`config.mk`:
```
export PLATFORM = sky130hd
export DESIGN_NAME = iir_biquad_cascade
export DESIGN_NICKNAME = d
export VERILOG_FILES = /design/src/rtl/iir_biquad_cascade_pkg.sv /design/src/rtl/iir_biquad_cascade_mac_unit.sv /design/src/rtl/iir_biquad_cascade.sv
export SDC_FILE = /design/constraint.sdc
export NUM_CORES = 1
export LEC_CHECK = 0
export BUFFER_PORTS_ARGS = -buffer_cell sky130_fd_sc_hd__clkbuf_2
export CAP_MARGIN = 25
export CORE_MARGIN = 2
export CORE_UTILIZATION = 66
export CTS_BUF_LIST = sky130_fd_sc_hd__clkbuf_4 sky130_fd_sc_hd__clkbuf_8
export CTS_CLUSTER_DIAMETER = 60
export DETAILED_ROUTE_END_ITERATION = 8
export HOLD_SLACK_MARGIN = 0.02
export PLACE_DENSITY = 0.83
export SYNTH_ARGS = -nofsm -noshare
export SYNTH_HDL_FRONTEND = slang
export SYNTH_SLANG_ARGS = --single-unit
```
`constraint.sdc`:
```
create_clock -name clk -period 14.54 [get_ports clk]
set_clock_uncertainty 0.1 [all_clocks]
set_input_delay 0.727 -clock clk [delete_from_list [all_inputs] [get_ports clk]]
set_output_delay 0.727 -clock clk [all_outputs]
set_load 0.02 [all_outputs]
```
`src/rtl/iir_biquad_cascade_pkg.sv`:
```
`default_nettype none
// ============================================================================
// Module      : iir_pkg
// Description : Shared types, constants and the round/saturate helper for
//               the time-multiplexed biquad cascade.
// Revision    : 1.0 - initial release
// ============================================================================
package iir_pkg;

  typedef enum logic [1:0] {IDLE, MAC, WB, OUT} state_e;

  // Tap order matches the coefficient address layout within a section
  typedef enum logic [2:0] {B0, B1, B2, A1, A2} tap_e;

  localparam int TAPS_PER_SECTION = 5;

  // Round half up by COEF_FRAC bits, then clamp to a signed data_w range.
  // Works on a 64-bit container so any legal ACC_W fits.
  function automatic logic signed [63:0] sat_round(input logic signed [63:0] acc,
                                                   input int frac,
                                                   input int data_w);
    logic signed [63:0] rounded;
    logic signed [63:0] max_v;
    logic signed [63:0] min_v;
    rounded = (acc + (64'sd1 <<< (frac - 1))) >>> frac;
    max_v   = (64'sd1 <<< (data_w - 1)) - 64'sd1;
    min_v   = -(64'sd1 <<< (data_w - 1));
    if (rounded > max_v) begin
      return max_v;
    end else if (rounded < min_v) begin
      return min_v;
    end
    return rounded;
  endfunction

endpackage
`default_nettype wire

```
`src/rtl/iir_biquad_cascade_mac_unit.sv`:
```
`default_nettype none
// ============================================================================
// Module      : iir_mac_unit
// Description : Single signed multiplier feeding an add/subtract accumulator.
//               Products are full precision and sign-extended to ACC_W.
// Revision    : 1.0 - initial release
// ============================================================================
module iir_mac_unit #(
  parameter int DATA_W = 16,
  parameter int COEF_W = 16,
  parameter int ACC_W  = DATA_W + COEF_W + 4
) (
  input  logic                     clk,
  input  logic                     rst_n,
  input  logic                     i_clr,
  input  logic                     i_en,
  input  logic                     i_sub,
  input  logic signed [COEF_W-1:0] i_coef,
  input  logic signed [DATA_W-1:0] i_opnd,
  output logic signed [ACC_W-1:0]  o_acc
);

  localparam int c_prod_w = DATA_W + COEF_W;

  logic signed [c_prod_w-1:0] w_prod;
  logic signed [ACC_W-1:0]    w_prod_ext;
  logic signed [ACC_W-1:0]    r_acc;

  assign w_prod     = i_coef * i_opnd;
  assign w_prod_ext = {{(ACC_W - c_prod_w){w_prod[c_prod_w-1]}}, w_prod};
  assign o_acc      = r_acc;

  // Accumulate one signed product per enabled cycle; clear starts a new sum
  always_ff @(posedge clk or negedge rst_n) begin
    if (!rst_n) begin
      r_acc <= '0;
    end else if (i_clr) begin
      r_acc <= '0;
    end else if (i_en) begin
      r_acc <= i_sub ? (r_acc - w_prod_ext) : (r_acc + w_prod_ext);
    end
  end

endmodule
`default_nettype wire

```
`src/rtl/iir_biquad_cascade.sv`:
```
`default_nettype none
// ============================================================================
// Module      : iir_biquad_cascade
// Description : NUM_SECTIONS direct-form-I biquads evaluated in turn by one
//               shared MAC, one tap per cycle, with runtime-loadable
//               coefficients and a valid/ready sample handshake.
// Revision    : 1.0 - initial release
// ============================================================================
module iir_biquad_cascade
  import iir_pkg::*;
#(
  parameter int DATA_W       = 16,
  parameter int COEF_W       = 16,
  parameter int COEF_FRAC    = 14,
  parameter int NUM_SECTIONS = 2,
  parameter int ACC_W        = DATA_W + COEF_W + 4
) (
  input  logic                                            clk,
  input  logic                                            rst_n,
  input  logic                                            in_valid,
  output logic                                            in_ready,
  input  logic signed [DATA_W-1:0]                        x_in,
  output logic                                            out_valid,
  output logic signed [DATA_W-1:0]                        y_out,
  input  logic                                            coef_we,
  input  logic [$clog2(TAPS_PER_SECTION*NUM_SECTIONS)-1:0] coef_addr,
  input  logic signed [COEF_W-1:0]                        coef_wdata,
  output logic                                            busy
);

  localparam int c_ncoef  = TAPS_PER_SECTION * NUM_SECTIONS;
  localparam int c_addr_w = $clog2(c_ncoef);
  localparam int c_sec_w  = (NUM_SECTIONS > 1) ? $clog2(NUM_SECTIONS) : 1;
  localparam logic [c_sec_w-1:0]       c_last_sec = c_sec_w'(NUM_SECTIONS - 1);
  localparam logic signed [COEF_W-1:0] c_unity    = COEF_W'(1 << COEF_FRAC);

  state_e                    r_state;
  tap_e                      r_tap;
  logic [c_sec_w-1:0]        r_sec;
  logic signed [DATA_W-1:0]  r_sec_in;
  logic signed [DATA_W-1:0]  r_x1 [NUM_SECTIONS];
  logic signed [DATA_W-1:0]  r_x2 [NUM_SECTIONS];
  logic signed [DATA_W-1:0]  r_y1 [NUM_SECTIONS];
  logic signed [DATA_W-1:0]  r_y2 [NUM_SECTIONS];
  logic signed [COEF_W-1:0]  r_coef [c_ncoef];
  logic                      r_in_ready;
  logic                      r_out_valid;
  logic                      r_busy;
  logic signed [DATA_W-1:0]  r_y_out;

  logic                      w_accept;
  logic                      w_last;
  logic [c_addr_w-1:0]       w_cidx;
  logic signed [COEF_W-1:0]  w_coef;
  logic signed [DATA_W-1:0]  w_opnd;
  logic                      w_sub;
  logic                      w_mac_clr;
  logic                      w_mac_en;
  logic signed [ACC_W-1:0]   w_acc;
  logic signed [DATA_W-1:0]  w_y;

  assign in_ready  = r_in_ready;
  assign out_valid = r_out_valid;
  assign busy      = r_busy;
  assign y_out     = r_y_out;

  // in_ready is high exactly while the FSM sits in IDLE
  assign w_accept  = in_valid & r_in_ready;
  assign w_last    = (r_sec == c_last_sec);
  assign w_cidx    = c_addr_w'(r_sec) * c_addr_w'(TAPS_PER_SECTION) + c_addr_w'(r_tap);
  assign w_coef    = r_coef[w_cidx];
  assign w_mac_clr = ((r_state == IDLE) && w_accept) || ((r_state == WB) && !w_last);
  assign w_mac_en  = (r_state == MAC);
  assign w_y       = DATA_W'(sat_round(64'(w_acc), COEF_FRAC, DATA_W));

  // Select the data operand for the current tap; feedback taps subtract
  always_comb begin
    w_opnd = r_sec_in;
    w_sub  = 1'b0;
    case (r_tap)
      B1: w_opnd = r_x1[r_sec];
      B2: w_opnd = r_x2[r_sec];
      A1: begin
        w_opnd = r_y1[r_sec];
        w_sub  = 1'b1;
      end
      A2: begin
        w_opnd = r_y2[r_sec];
        w_sub  = 1'b1;
      end
      default: ;
    endcase
  end

  iir_mac_unit #(
    .DATA_W (DATA_W),
    .COEF_W (COEF_W),
    .ACC_W  (ACC_W)
  ) u_mac (
    .clk    (clk),
    .rst_n  (rst_n),
    .i_clr  (w_mac_clr),
    .i_en   (w_mac_en),
    .i_sub  (w_sub),
    .i_coef (w_coef),
    .i_opnd (w_opnd),
    .o_acc  (w_acc)
  );

  // Coefficient bank: identity at reset, writable only in an idle, non-accepting cycle
  always_ff @(posedge clk or negedge rst_n) begin
    if (!rst_n) begin
      for (int i = 0; i < c_ncoef; i++) begin
        r_coef[i] <= ((i % TAPS_PER_SECTION) == 0) ? c_unity : '0;
      end
    end else if (coef_we && (r_state == IDLE) && !w_accept && (int'(coef_addr) < c_ncoef)) begin
      r_coef[coef_addr] <= coef_wdata;
    end
  end

  // Sequencer: accept, five MAC taps per section, write-back, then present the result
  always_ff @(posedge clk or negedge rst_n) begin
    if (!rst_n) begin
      r_state     <= IDLE;
      r_tap       <= B0;
      r_sec       <= '0;
      r_sec_in    <= '0;
      r_in_ready  <= 1'b1;
      r_out_valid <= 1'b0;
      r_busy      <= 1'b0;
      r_y_out     <= '0;
      for (int s = 0; s < NUM_SECTIONS; s++) begin
        r_x1[s] <= '0;
        r_x2[s] <= '0;
        r_y1[s] <= '0;
        r_y2[s] <= '0;
      end
    end else begin
      r_out_valid <= 1'b0;
      case (r_state)
        IDLE: begin
          if (w_accept) begin
            r_sec_in   <= x_in;
            r_sec      <= '0;
            r_tap      <= B0;
            r_state    <= MAC;
            r_in_ready <= 1'b0;
            r_busy     <= 1'b1;
          end
        end
        MAC: begin
          if (r_tap == A2) begin
            r_state <= WB;
          end else begin
            r_tap <= tap_e'(r_tap + 3'd1);
          end
        end
        WB: begin
          r_x2[r_sec] <= r_x1[r_sec];
          r_x1[r_sec] <= r_sec_in;
          r_y2[r_sec] <= r_y1[r_sec];
          r_y1[r_sec] <= w_y;
          // The saturated output becomes the next section's input
          r_sec_in    <= w_y;
          if (w_last) begin
            r_state <= OUT;
          end else begin
            r_sec   <= r_sec + c_sec_w'(1);
            r_tap   <= B0;
            r_state <= MAC;
          end
        end
        OUT: begin
          r_y_out     <= r_sec_in;
          r_out_valid <= 1'b1;
          r_in_ready  <= 1'b1;
          r_busy      <= 1'b0;
          r_state     <= IDLE;
        end
        default: r_state <= IDLE;
      endcase
    end
  end

endmodule
`default_nettype wire

```
==> impl_metrics.py <==
metrics = {
    "outcome": {
        "status": "completed",
    },
    "place": {
        "place_congestion": 0.983,
        "io_buffers": 58,
        "hpwl_um": 57200,
    },
    "synthesis": {
        "synth_edf_count": 0,
        "synth_top_area_share_pct": 30.8,
        "ys_top_cells_by_count": "362 x dfrtp_1, 354 x inv_1, 326 x nand2_1, 264 x fa_1, 235 x mux2_2",
        "synth_top_area_cell": "dfrtp_1",
        "ys_async_sr_fraction_pct": 100,
        "ys_warn_count": 0,
        "yosysMostFrequentCell": "dfrtp_1",
        "syn_avg_cell_area_um2": 10.1,
        "ys_ff_latch": 365,
        "syn-instance-count": 2895,
        "synth_fp_nets": 3325,
        "synth_seq_area_share_pct": 31.1,
        "yosysUniqueCellTypes": 97,
        "ys_top_cells_by_area": "dfrtp_1 31%, fa_1 18%, mux2_2 9.0%, ha_1 5.4%, inv_1 4.5%",
        "synth_flop_cell": "dfrtp_1",
        "synth.cell_area_um2": 29400,
    },
    "sta": {
        "hold_violations": 0,
        "fmax_mhz": 78.3,
        "setup_viol": 0,
        "tns_ps": 0,
        "max_slew.worst_pin.slew_ps": 1100,
        "rsz0062_at_grt": "false",
        "drv_slew": 0,
        "period_needed_ps": 12780,
        "fin_crit_sh_pct": 87.9,
        "relSlewSlack_pct": 26.8,
    },
    "worst_setup_path": {
        "cpMaxStageDelayCell": "ha_1",
        "startpoint_type": "flip-flop",
        "required_ps": 15010,
        "endpoint_kind": "flip-flop",
        "cp_common_cell": "fa_1",
        "setup.worst_path.class": "reg2reg",
        "critPathMaxStageDelay_ps": 690,
        "crit_arrival_ps": 13250,
        "crit_path_max_fanout": 16,
    },
    "routing": {
        "drc": 0,
        "wl_met2_um": 38300,
        "route.met3.wl_um": 6560,
        "wl_per_cell_um": 22.1,
        "first_pass_iters": 5,
        "top_layer_used": "met4",
        "wl_met1_um": 30400,
        "drtIter0Drc": 1949,
        "vias": 22400,
        "antenna_left": 0,
        "wirelength_um": 78900,
        "via_per_inst": 6.29,
    },
    "global_routing": {
        "grt-ovfl-total": 0,
        "grt_pass1_vias": 23000,
        "grt_start_max_net_pins": 89,
        "grt_antenna_before_repair": 0,
        "track_usage_pct": 34.5,
        "grt_pass1_wl_um": 124000,
    },
    "final_layout": {
        "register_area_um2": 9140,
        "drive_gt1_share_pct": 18.6,
        "multi_input_area_um2": 18400,
        "nNetsFinal": 3358,
        "area_delta_synth_final_pct": 8.32,
        "finish.utilization_pct": 72.3,
        "nFillCells": 3117,
        "antenna_cells": 0,
    },
    "clock_tree": {
        "numCtsBuffers": 60,
        "clkTransAtPathRegs_ps": 70,
        "clock-sinks": 365,
        "cts.path.max_buffers": 3,
        "cts_tree": "done",
        "htree_num_levels": 2,
        "clkLatencyLatePin_ps": 680,
        "cts_root_buffer": "clkbuf_8",
    },
    "floorplan": {
        "std_cell_rows": 77,
        "start_util_pct": 66.7,
        "die_w_um": 215,
        "die-area_um2": 46200,
        "io_pins": 59,
        "coreArea_um2": 44000,
        "fp.dieH_um": 215,
    },
    "run": {
        "max-cap-violations": 0,
    },
    "min_path": {
        "hp-class": "in2reg",
    },
}
[cells by family after synthesis]
family | Yosys count | share of synthesized area (%)
multiplexers | 333 | 13.7
AND/OR/NAND/NOR | 771 | 11.9
AO/OA/AOI/OAI | 443 | 10.3
adder cells (fa/ha/maj) | 390 | 23.4
flip-flops | 365 | 31.1
XOR/XNOR | 105 | 3.28
buffers and inverters | 488 | 6.27
[final cells by class]
class,count,area share [%]
tap,592,2.33
clock inverter,18,0.708
timing repair buffer,103,2.42
sequential,365,28.7
multi-input combinational,2042,58.0
inverter,356,4.20
clock buffer,92,3.67
[cell usage in the layout (no fill, tap or decap), types with 6 or more instances in the layout]
master and n:
a21oi_1 89, a31oi_1 9, nand4_1 9, ha_1 125
nand2_1 326, a22oi_1 12, nor3_1 37, clkbuf_2 58
or2_2 22, a2111oi_0 10, mux2i_1 66, nand3_1 21
a221oi_1 12, o21ai_0 116, nor2b_1 26, and3_1 11
fa_1 264, xnor2_1 50, buf_4 35, inv_1 354
and2_1 8, o21a_1 27, o22ai_1 22, o21bai_1 13
o31ai_1 7, xor2_1 52, o21ai_1 9, mux4_2 32
nor2_1 227, o22a_1 31, buf_16 6, dfrtp_1 361
a21o_1 19, nand2b_1 45, clkbuf_8 76, clkinv_2 11
nand3b_1 6, clkbuf_4 16, mux2_2 235
[per-layer routing]
metal  up-vias  global-route usage [%]
met5         -                       0
met4         0                    15.0
met3       259                    6.09
met2      1073                    56.7
met1     11400                    45.3
li1       9740                       -
[path summary, 6_finish.rpt]
kind / slack (ps) / cells past startpoint / startpoint / to
max: 1760 / 42 / r_tap[2] / u_mac.o_acc[35]
min: 330 / 4 / in_valid / in_ready
max reg2reg: 1760 / 42 / r_tap[2] / u_mac.o_acc[35]
min reg2reg: 380 / 2 / r_x2[24] / r_x2[24]
max in group asynchronous: 11320 / 7 / rst_n / r_coef[29]
min in group asynchronous: 540 / 2 / rst_n / r_y1[18]
[flip-flops by register name, summed over array words and instances, names as in the netlist]
| name | cells |
|---|---|
| r_coef | 160 |
| u_mac.o_acc | 36 |
| r_x1 | 32 |
| r_x2 | 32 |
| r_y1 | 32 |
| r_y2 | 32 |
| r_sec_in | 16 |
| y_out | 16 |
| r_tap | 3 |
| r_state | 2 |
| busy | 1 |
| in_ready | 1 |
| out_valid | 1 |
| r_sec | 1 |
[worst max-delay path, delay by kind of cell, from the launching register on]
kind / cells / cell delay [ps]
compound gates: 17 / 4390
xor+xnor: 2 / 370
fa+ha+maj: 9 / 4510
buf+inv: 7 / 1300
flops: 1 / 500
simple gates: 7 / 1500
[through the flow]
step	area [um^2]	hold WS, ps	instances	setup WS, ps
6_report	31800	327	3568	1760
5_1_grt	31800	359	3568	1050
4_1_cts	31600	309	3560	1770
3_5_place_dp	30200	362	3449	1820
3_3_place_gp	30200	357	3447	1720
2_1_floorplan	29400	331	2895	3570
[repair_timing]
action / in CTS / in global routing
setup buffers: 0 / 0
hold endpoints to repair: 76 / 0
hold buffers: 1 / 0
gates resized for setup: 0 / 0
Power is left out: the tool's default activity adds up to more than one toggle a clock period on the data nets, which glitch-free logic cannot reach.
